**config.mk**
```make
export PLATFORM = sky130hd
export DESIGN_NAME = execution_muldiv_control
export DESIGN_NICKNAME = d
export VERILOG_FILES = /design/src/rtl/execution_muldiv_control_pkg.sv /design/src/rtl/execution_muldiv_step.sv /design/src/rtl/execution_muldiv_control.sv
export SDC_FILE = /design/constraint.sdc
export NUM_CORES = 1
export LEC_CHECK = 0
export ABC_CLOCK_PERIOD_IN_PS = 9400
export CAP_MARGIN = 5
export CORE_MARGIN = 4
export CORE_UTILIZATION = 45
export DETAILED_ROUTE_END_ITERATION = 6
export GPL_TIMING_DRIVEN = 1
export PLACE_DENSITY = 0.65
export SETUP_SLACK_MARGIN = 0.2
export SLEW_MARGIN = 15
export SYNTH_ARGS = -nofsm -noshare
export SYNTH_HDL_FRONTEND = slang
export SYNTH_SLANG_ARGS = --single-unit
```
**constraint.sdc**
```tcl
create_clock -name clk -period 9.4 [get_ports clk]
set_clock_uncertainty 0.2 [all_clocks]
set_input_delay 2.82 -clock clk [delete_from_list [all_inputs] [get_ports clk]]
set_output_delay 2.82 -clock clk [all_outputs]
set_load 0.02 [all_outputs]
```
**src/rtl/execution_muldiv_control_pkg.sv**
```systemverilog
// Shared definitions for the EX-stage multiply/divide sequencer: op codes,
// sequencer states and the iteration-counter width helper.
package execution_muldiv_control_pkg;

  localparam int unsigned MD_WIDTH = 32;

  typedef enum logic [1:0] {
    OP_MULTU = 2'b00,
    OP_MULT  = 2'b01,
    OP_DIVU  = 2'b10,
    OP_DIV   = 2'b11
  } md_op_e;

  typedef enum logic [1:0] {
    IDLE = 2'd0,
    RUN  = 2'd1,
    FIX  = 2'd2
  } md_state_e;

  function automatic int unsigned md_cnt_w(input int unsigned width);
    return (width > 1) ? $clog2(width) : 1;
  endfunction

endpackage

```
**src/rtl/execution_muldiv_step.sv**
```systemverilog
// One iteration of the sequencer datapath: a shift-add multiply step or a
// restoring divide step on the {acc_hi, acc_lo} working pair.
import execution_muldiv_control_pkg::*;

module execution_muldiv_step #(
  parameter int unsigned WIDTH = MD_WIDTH
) (
  input  logic             is_div_i,
  input  logic [WIDTH-1:0] acc_hi_i,
  input  logic [WIDTH-1:0] acc_lo_i,
  input  logic [WIDTH-1:0] operand_i,
  output logic [WIDTH-1:0] acc_hi_o,
  output logic [WIDTH-1:0] acc_lo_o
);

  logic [WIDTH:0]   sum;
  logic [WIDTH:0]   shifted;
  logic             fits;
  logic [WIDTH-1:0] rem_sub;

  // Multiply: acc_lo holds the unconsumed multiplier bits, product shifts right.
  assign sum = {1'b0, acc_hi_i} + (acc_lo_i[0] ? {1'b0, operand_i} : '0);

  // Divide: partial remainder always stays below the divisor, so the trial
  // difference fits in WIDTH bits whenever the subtraction succeeds.
  assign shifted = {acc_hi_i, acc_lo_i[WIDTH-1]};
  assign fits    = (shifted >= {1'b0, operand_i});
  assign rem_sub = shifted[WIDTH-1:0] - operand_i;

  always_comb begin
    acc_hi_o = acc_hi_i;
    acc_lo_o = acc_lo_i;
    if (is_div_i) begin
      acc_hi_o = fits ? rem_sub : shifted[WIDTH-1:0];
      acc_lo_o = {acc_lo_i[WIDTH-2:0], fits};
    end else begin
      acc_hi_o = sum[WIDTH:1];
      acc_lo_o = {sum[0], acc_lo_i[WIDTH-1:1]};
    end
  end

endmodule

```
**src/rtl/execution_muldiv_control.sv**
```systemverilog
// Multi-cycle MULT/MULTU/DIV/DIVU sequencer owning HI/LO; iterates on
// magnitudes one bit per clock and applies sign correction in FIX.
import execution_muldiv_control_pkg::*;

module execution_muldiv_control #(
  parameter int unsigned WIDTH = MD_WIDTH
) (
  input  logic             clk,
  input  logic             rst_n,
  input  logic             start,
  input  logic [1:0]       op,
  input  logic [WIDTH-1:0] rs_data,
  input  logic [WIDTH-1:0] rt_data,
  input  logic             mthi,
  input  logic             mtlo,
  output logic             busy,
  output logic             done,
  output logic [WIDTH-1:0] hi,
  output logic [WIDTH-1:0] lo
);

  localparam int unsigned CNT_W = md_cnt_w(WIDTH);
  localparam logic [CNT_W-1:0] CNT_LAST = CNT_W'(WIDTH - 1);

  md_state_e        state_q, state_d;
  md_op_e           op_q, op_d;
  logic [CNT_W-1:0] count_q, count_d;
  logic [WIDTH-1:0] acc_hi_q, acc_hi_d;
  logic [WIDTH-1:0] acc_lo_q, acc_lo_d;
  logic [WIDTH-1:0] operand_q, operand_d;
  logic             neg_res_q, neg_res_d;
  logic             rem_neg_q, rem_neg_d;
  logic             div_zero_q, div_zero_d;
  logic [WIDTH-1:0] hi_q, hi_d;
  logic [WIDTH-1:0] lo_q, lo_d;
  logic             done_q, done_d;

  logic             start_signed;
  logic             rs_neg, rt_neg;
  logic [WIDTH-1:0] rs_mag, rt_mag;
  logic             is_div, is_signed;
  logic [WIDTH-1:0] step_hi, step_lo;
  logic [2*WIDTH-1:0] prod, prod_fix;
  logic [WIDTH-1:0] quo_fix, rem_fix;

  assign start_signed = (md_op_e'(op) == OP_MULT) || (md_op_e'(op) == OP_DIV);
  assign rs_neg = start_signed & rs_data[WIDTH-1];
  assign rt_neg = start_signed & rt_data[WIDTH-1];
  assign rs_mag = rs_neg ? -rs_data : rs_data;
  assign rt_mag = rt_neg ? -rt_data : rt_data;

  assign is_div    = (op_q == OP_DIVU) || (op_q == OP_DIV);
  assign is_signed = (op_q == OP_MULT) || (op_q == OP_DIV);

  execution_muldiv_step #(.WIDTH(WIDTH)) u_step (
    .is_div_i  (is_div),
    .acc_hi_i  (acc_hi_q),
    .acc_lo_i  (acc_lo_q),
    .operand_i (operand_q),
    .acc_hi_o  (step_hi),
    .acc_lo_o  (step_lo)
  );

  assign prod     = {acc_hi_q, acc_lo_q};
  assign prod_fix = (is_signed && neg_res_q) ? -prod : prod;
  assign quo_fix  = (is_signed && neg_res_q) ? -acc_lo_q : acc_lo_q;
  assign rem_fix  = rem_neg_q ? -acc_hi_q : acc_hi_q;

  always_comb begin
    state_d    = state_q;
    op_d       = op_q;
    count_d    = count_q;
    acc_hi_d   = acc_hi_q;
    acc_lo_d   = acc_lo_q;
    operand_d  = operand_q;
    neg_res_d  = neg_res_q;
    rem_neg_d  = rem_neg_q;
    div_zero_d = div_zero_q;
    hi_d       = hi_q;
    lo_d       = lo_q;
    done_d     = 1'b0;
    case (state_q)
      IDLE: begin
        if (mthi) hi_d = rs_data;
        if (mtlo) lo_d = rs_data;
        if (start) begin
          op_d       = md_op_e'(op);
          acc_hi_d   = '0;
          acc_lo_d   = rs_mag;
          operand_d  = rt_mag;
          neg_res_d  = rs_neg ^ rt_neg;
          rem_neg_d  = rs_neg;
          div_zero_d = (rt_data == '0);
          count_d    = '0;
          state_d    = RUN;
        end
      end
      RUN: begin
        acc_hi_d = step_hi;
        acc_lo_d = step_lo;
        count_d  = count_q + 1'b1;
        if (count_q == CNT_LAST) state_d = FIX;
      end
      FIX: begin
        if (is_div) begin
          // Divide by zero leaves an all-ones quotient; keep it unsigned-looking.
          hi_d = rem_fix;
          lo_d = div_zero_q ? '1 : quo_fix;
        end else begin
          hi_d = prod_fix[2*WIDTH-1:WIDTH];
          lo_d = prod_fix[WIDTH-1:0];
        end
        done_d  = 1'b1;
        state_d = IDLE;
      end
      default: state_d = IDLE;
    endcase
  end

  always_ff @(posedge clk or negedge rst_n) begin
    if (!rst_n) begin
      state_q    <= IDLE;
      op_q       <= OP_MULTU;
      count_q    <= '0;
      acc_hi_q   <= '0;
      acc_lo_q   <= '0;
      operand_q  <= '0;
      neg_res_q  <= 1'b0;
      rem_neg_q  <= 1'b0;
      div_zero_q <= 1'b0;
      hi_q       <= '0;
      lo_q       <= '0;
      done_q     <= 1'b0;
    end else begin
      state_q    <= state_d;
      op_q       <= op_d;
      count_q    <= count_d;
      acc_hi_q   <= acc_hi_d;
      acc_lo_q   <= acc_lo_d;
      operand_q  <= operand_d;
      neg_res_q  <= neg_res_d;
      rem_neg_q  <= rem_neg_d;
      div_zero_q <= div_zero_d;
      hi_q       <= hi_d;
      lo_q       <= lo_d;
      done_q     <= done_d;
    end
  end

  assign busy = (state_q != IDLE);
  assign done = done_q;
  assign hi   = hi_q;
  assign lo   = lo_q;

endmodule

```
==> flow_summary.toml <==
[worst_setup_path]
worstSetupStartpointType = "input port"
reg2reg_slack_ps = 4920
reg2reg_from = "acc_lo_q[0]"
critical_path_arrival_ps = 5820
r2r-end = "acc_hi_q[26]"
end_kind = "flop"
crit_fanout = 7
worstSetupPathType = "input port to flop"
cp.required_ps = 9510
r2r_cells = 13

[logic_synthesis]
synth-xor-area-share = 0.1012
async_reset_ff_frac = 1.000
synth-compound-area-share = 0.2672
synth-simple-area-share = 0.1855
synth_area_mm2 = 0.01446
synth_area_leaders = "dfrtp_1 (30%), o21ai_0 (7.8%), ha_1 (6.1%), xnor2_1 (5.2%), nand2_1 (5.2%)"
ys_types = 71
synth_top_family_by_area = "compound AO/OA/AOI/OAI gates"
yosys_register_bits = 173
synth-main-ff-cell = "dfrtp_1"
ys_seq_area_frac = 0.2994
ys_warn_count = 0
postSynthCellCount = 1836
synth_top_area_cell = "dfrtp_1"
synthMuxAreaShare = 0.03609
yosys.area_share.adder = 0.06334
avgSynthCellArea_um2 = 7.875
synth_top_area_frac = 0.2994
syn-num-nets = 1979
synth-edff-count = 0

[global_routing]
antenna_found_initial = 0
grtUsageTotal = 0.2851
grt_pass1_vias = 13562
grt_overflow = 0
grt_max_degree = 105
grt_pass1_wl_mm = 80.27

[power_and_ir_drop]
ir_worst_vdd_v = 0.0001511
power.density_mw_per_mm2 = 416.4
p_leak_nw = 6.970
power.total_mw = 6.958

[clocking]
insertion_delay_ps = 460
clock_path_buffers = 2
path_clk_slew_ps = 80
postCtsSetupBuffers = 0
numCtsBuffers = 17
ctsResizeCount = 0
ctsHoldBuffers = 0
htree_levels = 4
root_buffer = "clkbuf_16"
cts.sinks = 173
cts_tree = "built"

[timing]
setup_viol = 0
drv_slew = 0
period_minus_slack_ps = 5716
fin_crit_sh = 0.6081
fmax_ghz = 0.1750
setup_ws_ps = 3684
worst_pin_slew_ps = 1061
report.final.hold_viol_count = 0
setup_tns_ps = 0
hold-worst-slack_ps = 281.4
grt_setup_unrepaired = "false"
max_slew_margin = 0.2926

[routing]
vias = 14511
wire_per_inst_um = 22.17
drt_iter0_drc = 1675
totalWireLength_mm = 51.31
route.detailed.drc = 0
routed_via_density = 6.268
drtAntennaViolNets = 0
dr.pass1.iters = 6

[die]
fp-row-count = 65
die_x_um = 187.3
start_util = 0.4570
die_y_um = 187.3
die_area_mm2 = 0.03506
core_area_mm2 = 0.03164
pin_count = 137

[layout]
layout.nets = 2043
drive_gt1_frac = 0.04339
area_growth_pct = 15.57
diodes = 0

[placed_design]
port_buffers = 136
preCtsSetupSlack_ps = 3215
dpl.hpwl_mm = 38.93
place_congestion = 0.9368

[worst_hold_path]
hp-class = "flop to flop"
whs_endpoint = "lo[15]"
hold_depth = 2
min_from = "lo[15]"

[status]
outcome = "completed"

[run]
cap_violations = 0
[logic make-up (layout without fill, tap and decap cells)]
family / count (synthesis) / after routing
compound gates: 631 / 631
simple gates: 562 / 562
buf+inv: 179 / 256
flops: 173 / 173
xor+xnor: 167 / 167
fa+ha+maj: 72 / 72
mux: 52 / 52
[sequential cells by signal, summed over array words and instances, names as in the netlist]
register / flops
rem_neg_q: 1
count_q: 5
div_zero_q: 1
acc_lo_q: 32
neg_res_q: 1
hi: 32
acc_hi_q: 32
operand_q: 32
done: 1
op_q: 2
state_q: 2
lo: 32
[final cells by class]
class / count / area [um2]
fill: 3038 / 14930
multi-input combinational: 1484 / 9474
sequential: 173 / 4330
timing repair buffer: 153 / 1490
tap: 402 / 503.0
clock buffer: 19 / 452.9
inverter: 71 / 266.5
clock inverter: 13 / 192.7
[cells in the mapped netlist (12+ instances only)]
cell / number
mux2i_1: 51
ha_1: 70
nand2_1: 200
buf_1: 12
nand3_1: 27
nor4_1: 12
or4_1: 12
a22oi_1: 18
inv_1: 70
o211ai_1: 39
nor2_1: 142
xor2_1: 81
o41ai_1: 12
o22ai_1: 37
and3_1: 23
clkbuf_1: 93
nor3_1: 33
a21oi_1: 132
a21o_1: 34
o31ai_1: 21
dfrtp_1: 173
o21ai_0: 224
or3_1: 30
nand4_1: 17
nand2b_1: 12
a31oi_1: 29
xnor2_1: 86
a211oi_1: 12
[placed cells by master, fill, tap and decap left out, types with 5 or more instances in the layout]
cell / n
a211oi_1: 12
a21o_1: 34
a21oi_1: 132
a22oi_1: 18
a31oi_1: 29
and2_1: 10
and3_1: 23
buf_4: 17
clkbuf_16: 17
clkdlybuf4s50_1: 135
dfrtp_1: 172
ha_1: 70
inv_1: 70
mux2i_1: 51
nand2_1: 199
nand2b_1: 11
nand3_1: 27
nand3b_1: 5
nand4_1: 17
nor2_1: 140
nor2b_1: 8
nor3_1: 33
nor3b_1: 5
nor4_1: 12
o211ai_1: 39
o21a_1: 11
o21ai_0: 224
o21bai_1: 7
o221ai_1: 7
o22ai_1: 37
o31ai_1: 21
o41ai_1: 12
or2_2: 9
or3_1: 30
or4_1: 12
xnor2_1: 86
xor2_1: 81
[metal layers]
| layer | track usage | routed length, um |
|---|---|---|
| met1 | 0.4220 | 23340 |
| met2 | 0.4422 | 22510 |
| met3 | 0.04274 | 4524 |
| met4 | 0.06229 | 941 |
| met5 | 0 | 0 |
[how the worst max path moves through the flow]
stage                           from           end  slack, ps  depth (start not counted)
after global placement    rs_data[8]  acc_lo_q[28]       3280                          9
final                     rs_data[6]  acc_lo_q[28]       3680                          9
after detailed placement  rs_data[6]  acc_lo_q[28]       3210                          9
after CTS                 rs_data[6]  acc_lo_q[28]       3700                          9
after global routing      rs_data[6]  acc_lo_q[31]       3530                          9
after floorplan           rs_data[8]  acc_lo_q[28]       3990                          8
[critical path, stage by stage]
cell and delay, ps:
clkdlybuf4s50_1 560, or4_4 550, or3_4 390, nor4_4 180, or3b_1 410, or4_4 470, o31ai_4 190, xor2_1 170
o21ai_1 80
[metrics by stage]
step           utilization  std cells  instance area (um2)
2_1_floorplan            -       1836                14460
3_3_place_gp        0.5078       2283                16060
3_5_place_dp        0.5078       2283                16060
4_1_cts             0.5282       2315                16710
5_1_grt             0.5282       2315                16710
6_report            0.5282       2315                16710
[report_power, final]
| part | internal, mW | total (mW) | switching, mW |
|---|---|---|---|
| Clock | 0.445 | 0.804 | 0.359 |
| Sequential | 1.11 | 1.60 | 0.489 |
| Combinational | 1.83 | 4.55 | 2.73 |
Note: power is estimated with default switching activity, not from simulation.
